==> src/rtl/alu.sv <==
// 32-bit MIPS-style ALU with registered outputs and a one-cycle result-valid strobe (We).
// Ops 0-6 finish in one clock. Op 7 is an unsigned remainder computed by restoring shift-subtract.
module alu #(
  parameter int         WIDTH  = 32,
  parameter logic [2:0] OP_MOD = 3'd7
) (
  input  logic             Clk,
  input  logic             Reset,
  input  logic [WIDTH-1:0] A,
  input  logic [WIDTH-1:0] B,
  input  logic [2:0]       ALUOp,
  output logic             Z,
  output logic             V,
  output logic             C,
  output logic [WIDTH-1:0] Result,
  output logic             We
);

  typedef enum logic [1:0] {IDLE, BUSY, DONE} state_t;

  state_t           state_q, state_d;
  logic [WIDTH-1:0] result_q, result_d;
  logic             z_q, z_d, v_q, v_d, c_q, c_d, we_q, we_d;
  logic [WIDTH-1:0] rem_q, rem_d, dvd_q, dvd_d, dvs_q, dvs_d;
  logic [5:0]       cnt_q, cnt_d;

  logic [WIDTH:0]   sum, diff, trial;
  logic [WIDTH-1:0] op_res;
  logic             op_v, op_c;

  assign sum   = {1'b0, A} + {1'b0, B};
  assign diff  = {1'b0, A} - {1'b0, B};
  // Next partial remainder candidate: shift in the next dividend bit from the top.
  assign trial = {rem_q, dvd_q[WIDTH-1]};

  always_comb begin
    op_res = '0;
    op_v   = 1'b0;
    op_c   = 1'b0;
    case (ALUOp)
      3'd0: begin
        op_res = sum[WIDTH-1:0];
        op_c   = sum[WIDTH];
        op_v   = (A[WIDTH-1] == B[WIDTH-1]) && (sum[WIDTH-1] != A[WIDTH-1]);
      end
      3'd1: begin
        op_res = diff[WIDTH-1:0];
        op_c   = ~diff[WIDTH];
        op_v   = (A[WIDTH-1] != B[WIDTH-1]) && (diff[WIDTH-1] != A[WIDTH-1]);
      end
      3'd2:    op_res = A & B;
      3'd3:    op_res = A | B;
      3'd4:    op_res = A ^ B;
      3'd5:    op_res = {{(WIDTH-1){1'b0}}, ($signed(A) < $signed(B))};
      3'd6:    op_res = ~(A | B);
      default: op_res = '0;
    endcase
  end

  always_comb begin
    state_d  = state_q;
    result_d = result_q;
    z_d      = z_q;
    v_d      = v_q;
    c_d      = c_q;
    we_d     = 1'b0;
    rem_d    = rem_q;
    dvd_d    = dvd_q;
    dvs_d    = dvs_q;
    cnt_d    = cnt_q;
    case (state_q)
      IDLE: begin
        if (ALUOp == OP_MOD) begin
          dvd_d   = A;
          dvs_d   = B;
          rem_d   = '0;
          cnt_d   = '0;
          state_d = BUSY;
        end else begin
          result_d = op_res;
          z_d      = (op_res == '0);
          v_d      = op_v;
          c_d      = op_c;
          we_d     = 1'b1;
        end
      end
      BUSY: begin
        if (cnt_q == 6'(WIDTH)) begin
          // A zero divisor never fails the compare, so the remainder naturally ends up equal to A.
          result_d = rem_q;
          z_d      = (rem_q == '0);
          v_d      = (dvs_q == '0);
          c_d      = 1'b0;
          we_d     = 1'b1;
          state_d  = DONE;
        end else begin
          dvd_d = dvd_q << 1;
          if (trial >= {1'b0, dvs_q}) begin
            rem_d = trial[WIDTH-1:0] - dvs_q;
          end else begin
            rem_d = trial[WIDTH-1:0];
          end
          cnt_d = cnt_q + 6'd1;
        end
      end
      DONE: begin
        state_d = IDLE;
      end
      default: begin
        state_d = IDLE;
      end
    endcase
  end

  always_ff @(posedge Clk or negedge Reset) begin
    if (!Reset) begin
      state_q  <= IDLE;
      result_q <= '0;
      z_q      <= 1'b1;
      v_q      <= 1'b0;
      c_q      <= 1'b0;
      we_q     <= 1'b0;
      rem_q    <= '0;
      dvd_q    <= '0;
      dvs_q    <= '0;
      cnt_q    <= '0;
    end else begin
      state_q  <= state_d;
      result_q <= result_d;
      z_q      <= z_d;
      v_q      <= v_d;
      c_q      <= c_d;
      we_q     <= we_d;
      rem_q    <= rem_d;
      dvd_q    <= dvd_d;
      dvs_q    <= dvs_d;
      cnt_q    <= cnt_d;
    end
  end

  assign Result = result_q;
  assign Z      = z_q;
  assign V      = v_q;
  assign C      = c_q;
  assign We     = we_q;

endmodule

==> config.mk <==
export PLATFORM = sky130hd
export DESIGN_NAME = alu
export DESIGN_NICKNAME = d
export VERILOG_FILES = /design/src/rtl/alu.sv
export SDC_FILE = /design/constraint.sdc
export NUM_CORES = 1
export LEC_CHECK = 0
export CORE_MARGIN = 2
export CORE_UTILIZATION = 25
export DETAILED_ROUTE_END_ITERATION = 8
export PLACE_DENSITY_LB_ADDON = 0.1
export SLEW_MARGIN = 25
export SYNTH_ARGS = -nofsm -noshare
export SYNTH_HDL_FRONTEND = slang
export SYNTH_SLANG_ARGS = --single-unit
==> constraint.sdc <==
create_clock -name Clk -period 5.2 [get_ports Clk]
set_clock_uncertainty 0.05 [all_clocks]
set_input_delay 0.78 -clock Clk [delete_from_list [all_inputs] [get_ports Clk]]
set_output_delay 0.78 -clock Clk [all_outputs]
set_load 0.01 [all_outputs]
==> impl_summary.md <==
Route
The average routed wire per standard cell is around 23 µm. Wires add up to around 61000 µm. The remaining antenna violation count is 0. The count of unresolved DRC violations after routing is 0. The number of iterations in the first detailed-routing pass is 5. The total vias in the final route is 13700. The detailed router finished its first iteration with ~810 violations. Using the TritonRoute via totals, the vias-per-cell ratio works out to 5.17.

Power and ir drop
The net load switching power is 4.30 mW. The share of total power in combinational logic is 61.5%. The analysis attributes to cell leakage a power of ~7.5 nW.

In this run, flip-flops and latches consume 24.0% of the power. Across the VDD grid, the largest voltage drop is about 350 µV. In this run the power density over the cells is 523 mW/mm².

The internal power consumption is 4.50 mW. In this run switching power makes up 48.9% of total power. The share of power burned in the clock network is 14.5%.

Setup path
Walking the worst path, the cells encountered are clkdlybuf4s50_1 > ha_1 > fa_1 > a211oi_1 > o211ai_1 > a21oi_1 > o21ai_0 > buf_4 > o31ai_1 > buf_4 > o31ai_1 > a22oi_1 > xnor2_1 > o21ai_0 > a2111oi_1 > buf_4 > nand4_1 > o31ai_2. Of all nets on the critical path, the largest fanout is 4. The standard cell with the maximum stage delay on the critical path is sky130_fd_sc_hd__clkdlybuf4s50_1. The data required time of the critical path is between 5 and 6 ns. The cell family contributing the most delay on the critical path is compound AO/OA/AOI/OAI gates. STA puts the critical path data arrival time at around 5.3 ns. The category of the worst setup path launch point is an input pin. STA classifies the critical path endpoint as a register. The worst stage delay on the critical path is ~0.57 ns.

In this design, the critical path's most frequently occurring cell is sky130_fd_sc_hd__buf_4. The critical path contains buffers and inverters numbering 4 combined. The type of the setup path with the least slack is in2reg.

Global routing
The global-route total usage across every layer is about 22%. Entering global routing, the biggest net connects 68 pins. The initial antenna violation count is 1. The global-route wire length before repair is 90700 µm. The via count of the first global-routing pass was 13800. The remaining global-route overflow is 0.

Floorplanning
For this configuration, the core starts out at a cell density of 25.2%. The row count is 85. From bottom edge to top edge, the die measures ~240 µm. The number of primary I/O pins is 105. The die covers between 0.05 and 0.06 mm².

The area inside the core boundary is approximately 0.054 mm². The floorplan step set the die width to between 200 and 250 µm.

Yosys
Each instance of the synthesized netlist takes up on average 7.68 µm². The synthesized design contains 140 register bits. Summing the sequential cell areas from Yosys gives 25.9% of the chip area. The total of warnings raised by yosys is 0. In the synthesized netlist the async set-or-reset flop fraction comes to 100%. Counting flops with a built-in enable in the synthesized netlist gives 0. The number of nets in the synthesized netlist is 1985. In this run the cell area of the synthesized design comes to 0.0136 mm². In this run, distinct cell masters in the synthesized netlist total 88.

The dominant register cell in the synthesized netlist is sky130_fd_sc_hd__dfrtp_1. After technology mapping, the gate count stands at 1766.

Status
The flow ran to the end, and the final reports show no timing, DRC or antenna violations.

Clocking
Counting every sink on the clock net gives 140. The maximum clock path buffer count is 2. The source-to-sink clock delay at the later pin of the worst-skew pair is 0.49 ns. The clock tree from TritonCTS is built. Clock-pin slew was measured on the worst setup and hold paths at 0.07 ns.

The clock tree synthesis step divided the H-tree into 4 levels. TritonCTS created 17 clock buffers. The post-cts hold buffer count is 0.

In this run the clock root is driven by a sky130_fd_sc_hd__clkbuf_16.

Timing
Setup repair after global routing left no endpoint under its margin. The final worst-path cycle share is 94.8%. The worst path needs 4.93 ns of the cycle, external delays included.

The number of hold violations in the final report is 0. For this run, the top clock speed supported by timing is 203 MHz. The worst relative slew slack is 39.9%. The slew at the pin with the worst max-slew slack is 0.892 ns. Setup violations remaining at the end of the flow were counted as 0.

The number of pins with negative max-slew slack in the final report is 0.

Placement
Buffers placed on the I/O ports in this run total approximately 100. In this run the cell area measured after placement is roughly 0.016 mm². At the end of routability-driven placement, the weighted congestion stood at roughly 0.89. Summed over all nets, the half-perimeter wirelength after detailed placement is 47600 µm.

Final layout
0 antenna diodes ended up in the layout. The layout has 5747 filler cells. The finished cells cover 0.0168 mm². The final layout net count is 2161. At the end of the flow the core is filled with cells to 31.4%. The post-route netlist has about an eighth of its cells at a drive strength greater than 1. From synthesis to final layout, the design area changed by 24.3%.

Hold path
The path class of the tightest hold or removal check is in2async.

Flow run
The max-cap violation count is 0.
path summary, 6_finish.rpt:
| kind | from | to | slack, ns | depth (start not counted) |
|---|---|---|---|---|
| setup / recovery | B[0] | Z | 0.27 | 18 |
| hold / removal | Reset | dvd_q[8] | 0.25 | 1 |
| min in group Clk | Result[28] | Result[28] | 0.43 | 1 |
| setup reg to reg | dvs_q[1] | rem_q[26] | 1.01 | 14 |
| hold reg to reg | Result[28] | Result[28] | 0.43 | 1 |
| max in group asynchronous | Reset | rem_q[26] | 3.76 | 2 |
per-layer routing:
| layer | wire [µm] | vias to the layer above | global-route usage (%) | part of all wire, % |
|---|---|---|---|---|
| met5 | 13 | - | 0 | 0.021 |
| met4 | 738 | 2 | 4.10 | 1.2 |
| met3 | 2350 | 48 | 3.10 | 3.9 |
| met2 | 28300 | 306 | 35.6 | 47 |
| met1 | 29200 | 6710 | 30.4 | 48 |
| li1 | - | 6628 | - | - |
power groups by stage:
stage          logic (mW)  registers (mW)  clock network [mW]
6_report             5.42            2.12                1.27
5_1_grt              6.05            2.19                1.36
4_1_cts              5.45            2.12                1.32
3_5_place_dp         5.43            2.14                   0
3_3_place_gp         5.41            2.13                   0
2_1_floorplan        3.61            1.98                   0
logic make-up (layout without fill, tap and decap cells):
| kind of cell | Yosys count | in the layout | share of synthesized area, % |
|---|---|---|---|
| adder cells (fa/ha/maj) | 150 | 150 | 14.0 |
| buffers and inverters | 253 | 442 | 7.27 |
| AO/OA/AOI/OAI | 608 | 608 | 28.4 |
| XOR/XNOR | 49 | 49 | 3.17 |
| AND/OR/NAND/NOR | 513 | 513 | 17.3 |
| multiplexers | 53 | 53 | 3.98 |
| flip-flops | 140 | 140 | 25.9 |
Yosys cell counts (11+ instances only):
library cell / number / share of area (%)
sky130_fd_sc_hd__a211oi_1: 24 / 1.3
sky130_fd_sc_hd__a21o_1: 27 / 1.5
sky130_fd_sc_hd__a21oi_1: 174 / 6.4
sky130_fd_sc_hd__a31oi_1: 12 / 0.55
sky130_fd_sc_hd__buf_2: 26 / 0.96
sky130_fd_sc_hd__clkbuf_1: 67 / 1.9
sky130_fd_sc_hd__dfrtp_1: 139 / 26
sky130_fd_sc_hd__ha_1: 147 / 14
sky130_fd_sc_hd__inv_1: 147 / 4.1
sky130_fd_sc_hd__mux2i_1: 46 / 3.4
sky130_fd_sc_hd__nand2_1: 184 / 5.1
sky130_fd_sc_hd__nand2b_1: 16 / 0.74
sky130_fd_sc_hd__nand3_1: 34 / 1.3
sky130_fd_sc_hd__nand4_1: 18 / 0.83
sky130_fd_sc_hd__nor2_1: 154 / 4.3
sky130_fd_sc_hd__nor2b_1: 14 / 0.65
sky130_fd_sc_hd__nor3_1: 25 / 0.92
sky130_fd_sc_hd__nor4_1: 26 / 1.2
sky130_fd_sc_hd__o211ai_1: 11 / 0.61
sky130_fd_sc_hd__o21a_1: 11 / 0.61
sky130_fd_sc_hd__o21ai_0: 193 / 7.1
sky130_fd_sc_hd__o21bai_1: 12 / 0.66
sky130_fd_sc_hd__o22ai_1: 15 / 0.69
sky130_fd_sc_hd__xnor2_1: 33 / 2.1
sky130_fd_sc_hd__xor2_1: 16 / 1.0
final cells by class:
class	instances	area (µm²)	share of cell area, %
flip-flops and latches	140	3500	20.8
clock buffers	18	429	2.55
inverters	149	559	3.32
clock inverters	14	135	0.802
repair buffers	261	2240	13.3
multi-input cells	1373	9110	54.1
well taps	696	871	5.17
layout by cell type (no fill, tap or decap), types with 6 or more instances in the layout:
master | netlist | layout
sky130_fd_sc_hd__inv_1 | 147 | 147
sky130_fd_sc_hd__a21o_1 | 27 | 27
sky130_fd_sc_hd__nor2_1 | 154 | 151
sky130_fd_sc_hd__o22a_1 | 8 | 8
sky130_fd_sc_hd__ha_1 | 147 | 147
sky130_fd_sc_hd__nor4_1 | 26 | 26
sky130_fd_sc_hd__o211ai_1 | 11 | 11
sky130_fd_sc_hd__a21oi_1 | 174 | 173
sky130_fd_sc_hd__o21ai_0 | 193 | 193
sky130_fd_sc_hd__nand3_1 | 34 | 34
sky130_fd_sc_hd__o31ai_1 | 10 | 10
sky130_fd_sc_hd__o221ai_1 | 7 | 7
sky130_fd_sc_hd__clkbuf_16 | 0 | 17
sky130_fd_sc_hd__xnor2_1 | 33 | 33
sky130_fd_sc_hd__nor3_1 | 25 | 25
sky130_fd_sc_hd__dfrtp_1 | 139 | 139
sky130_fd_sc_hd__nand2b_1 | 16 | 15
sky130_fd_sc_hd__o22ai_1 | 15 | 15
sky130_fd_sc_hd__a21boi_0 | 6 | 6
sky130_fd_sc_hd__nand2_1 | 184 | 184
sky130_fd_sc_hd__or4_1 | 6 | 6
sky130_fd_sc_hd__o21a_1 | 11 | 11
sky130_fd_sc_hd__a31oi_1 | 12 | 12
sky130_fd_sc_hd__nor2b_1 | 14 | 12
sky130_fd_sc_hd__a22oi_1 | 10 | 10
sky130_fd_sc_hd__a211oi_1 | 24 | 24
sky130_fd_sc_hd__mux2_2 | 6 | 6
sky130_fd_sc_hd__and3_1 | 6 | 6
sky130_fd_sc_hd__xor2_1 | 16 | 16
sky130_fd_sc_hd__a311oi_1 | 7 | 7
sky130_fd_sc_hd__or2_2 | 6 | 6
sky130_fd_sc_hd__mux2i_1 | 46 | 46
sky130_fd_sc_hd__nand4_1 | 18 | 18
sky130_fd_sc_hd__buf_4 | 1 | 155
sky130_fd_sc_hd__clkdlybuf4s50_1 | 0 | 101
sky130_fd_sc_hd__o21bai_1 | 12 | 12
registers in the layout, indices dropped and copies added (netlist names):
| signal | flops |
|---|---|
| Z | 1 |
| We | 1 |
| Result | 32 |
| V | 1 |
| cnt_q | 6 |
| dvd_q | 32 |
| state_q | 2 |
| rem_q | 32 |
| dvs_q | 32 |
| C | 1 |
what timing repair did:
item	in CTS	in global routing
resized for setup	0	2
endpoints found under the setup margin	0	1
buffers inserted	0	0
stage by stage:
| step | power, mW | worst slack, ns | instances | setup TNS [ns] | hold WS, ns |
|---|---|---|---|---|---|
| finish | 8.81 | 0.268 | 2651 | 0 | 0.249 |
| global placement | 7.54 | -0.337 | 2619 | -0.493 | 0.413 |
| detailed placement | 7.57 | -0.257 | 2619 | -0.278 | 0.419 |
| floorplan | 5.60 | 1.27 | 1766 | 0 | 0.400 |
| global route | 9.59 | 0.00386 | 2651 | 0 | 0.297 |
| CTS | 8.89 | 0.232 | 2651 | 0 | 0.258 |
(Power assumes the default switching activity.)
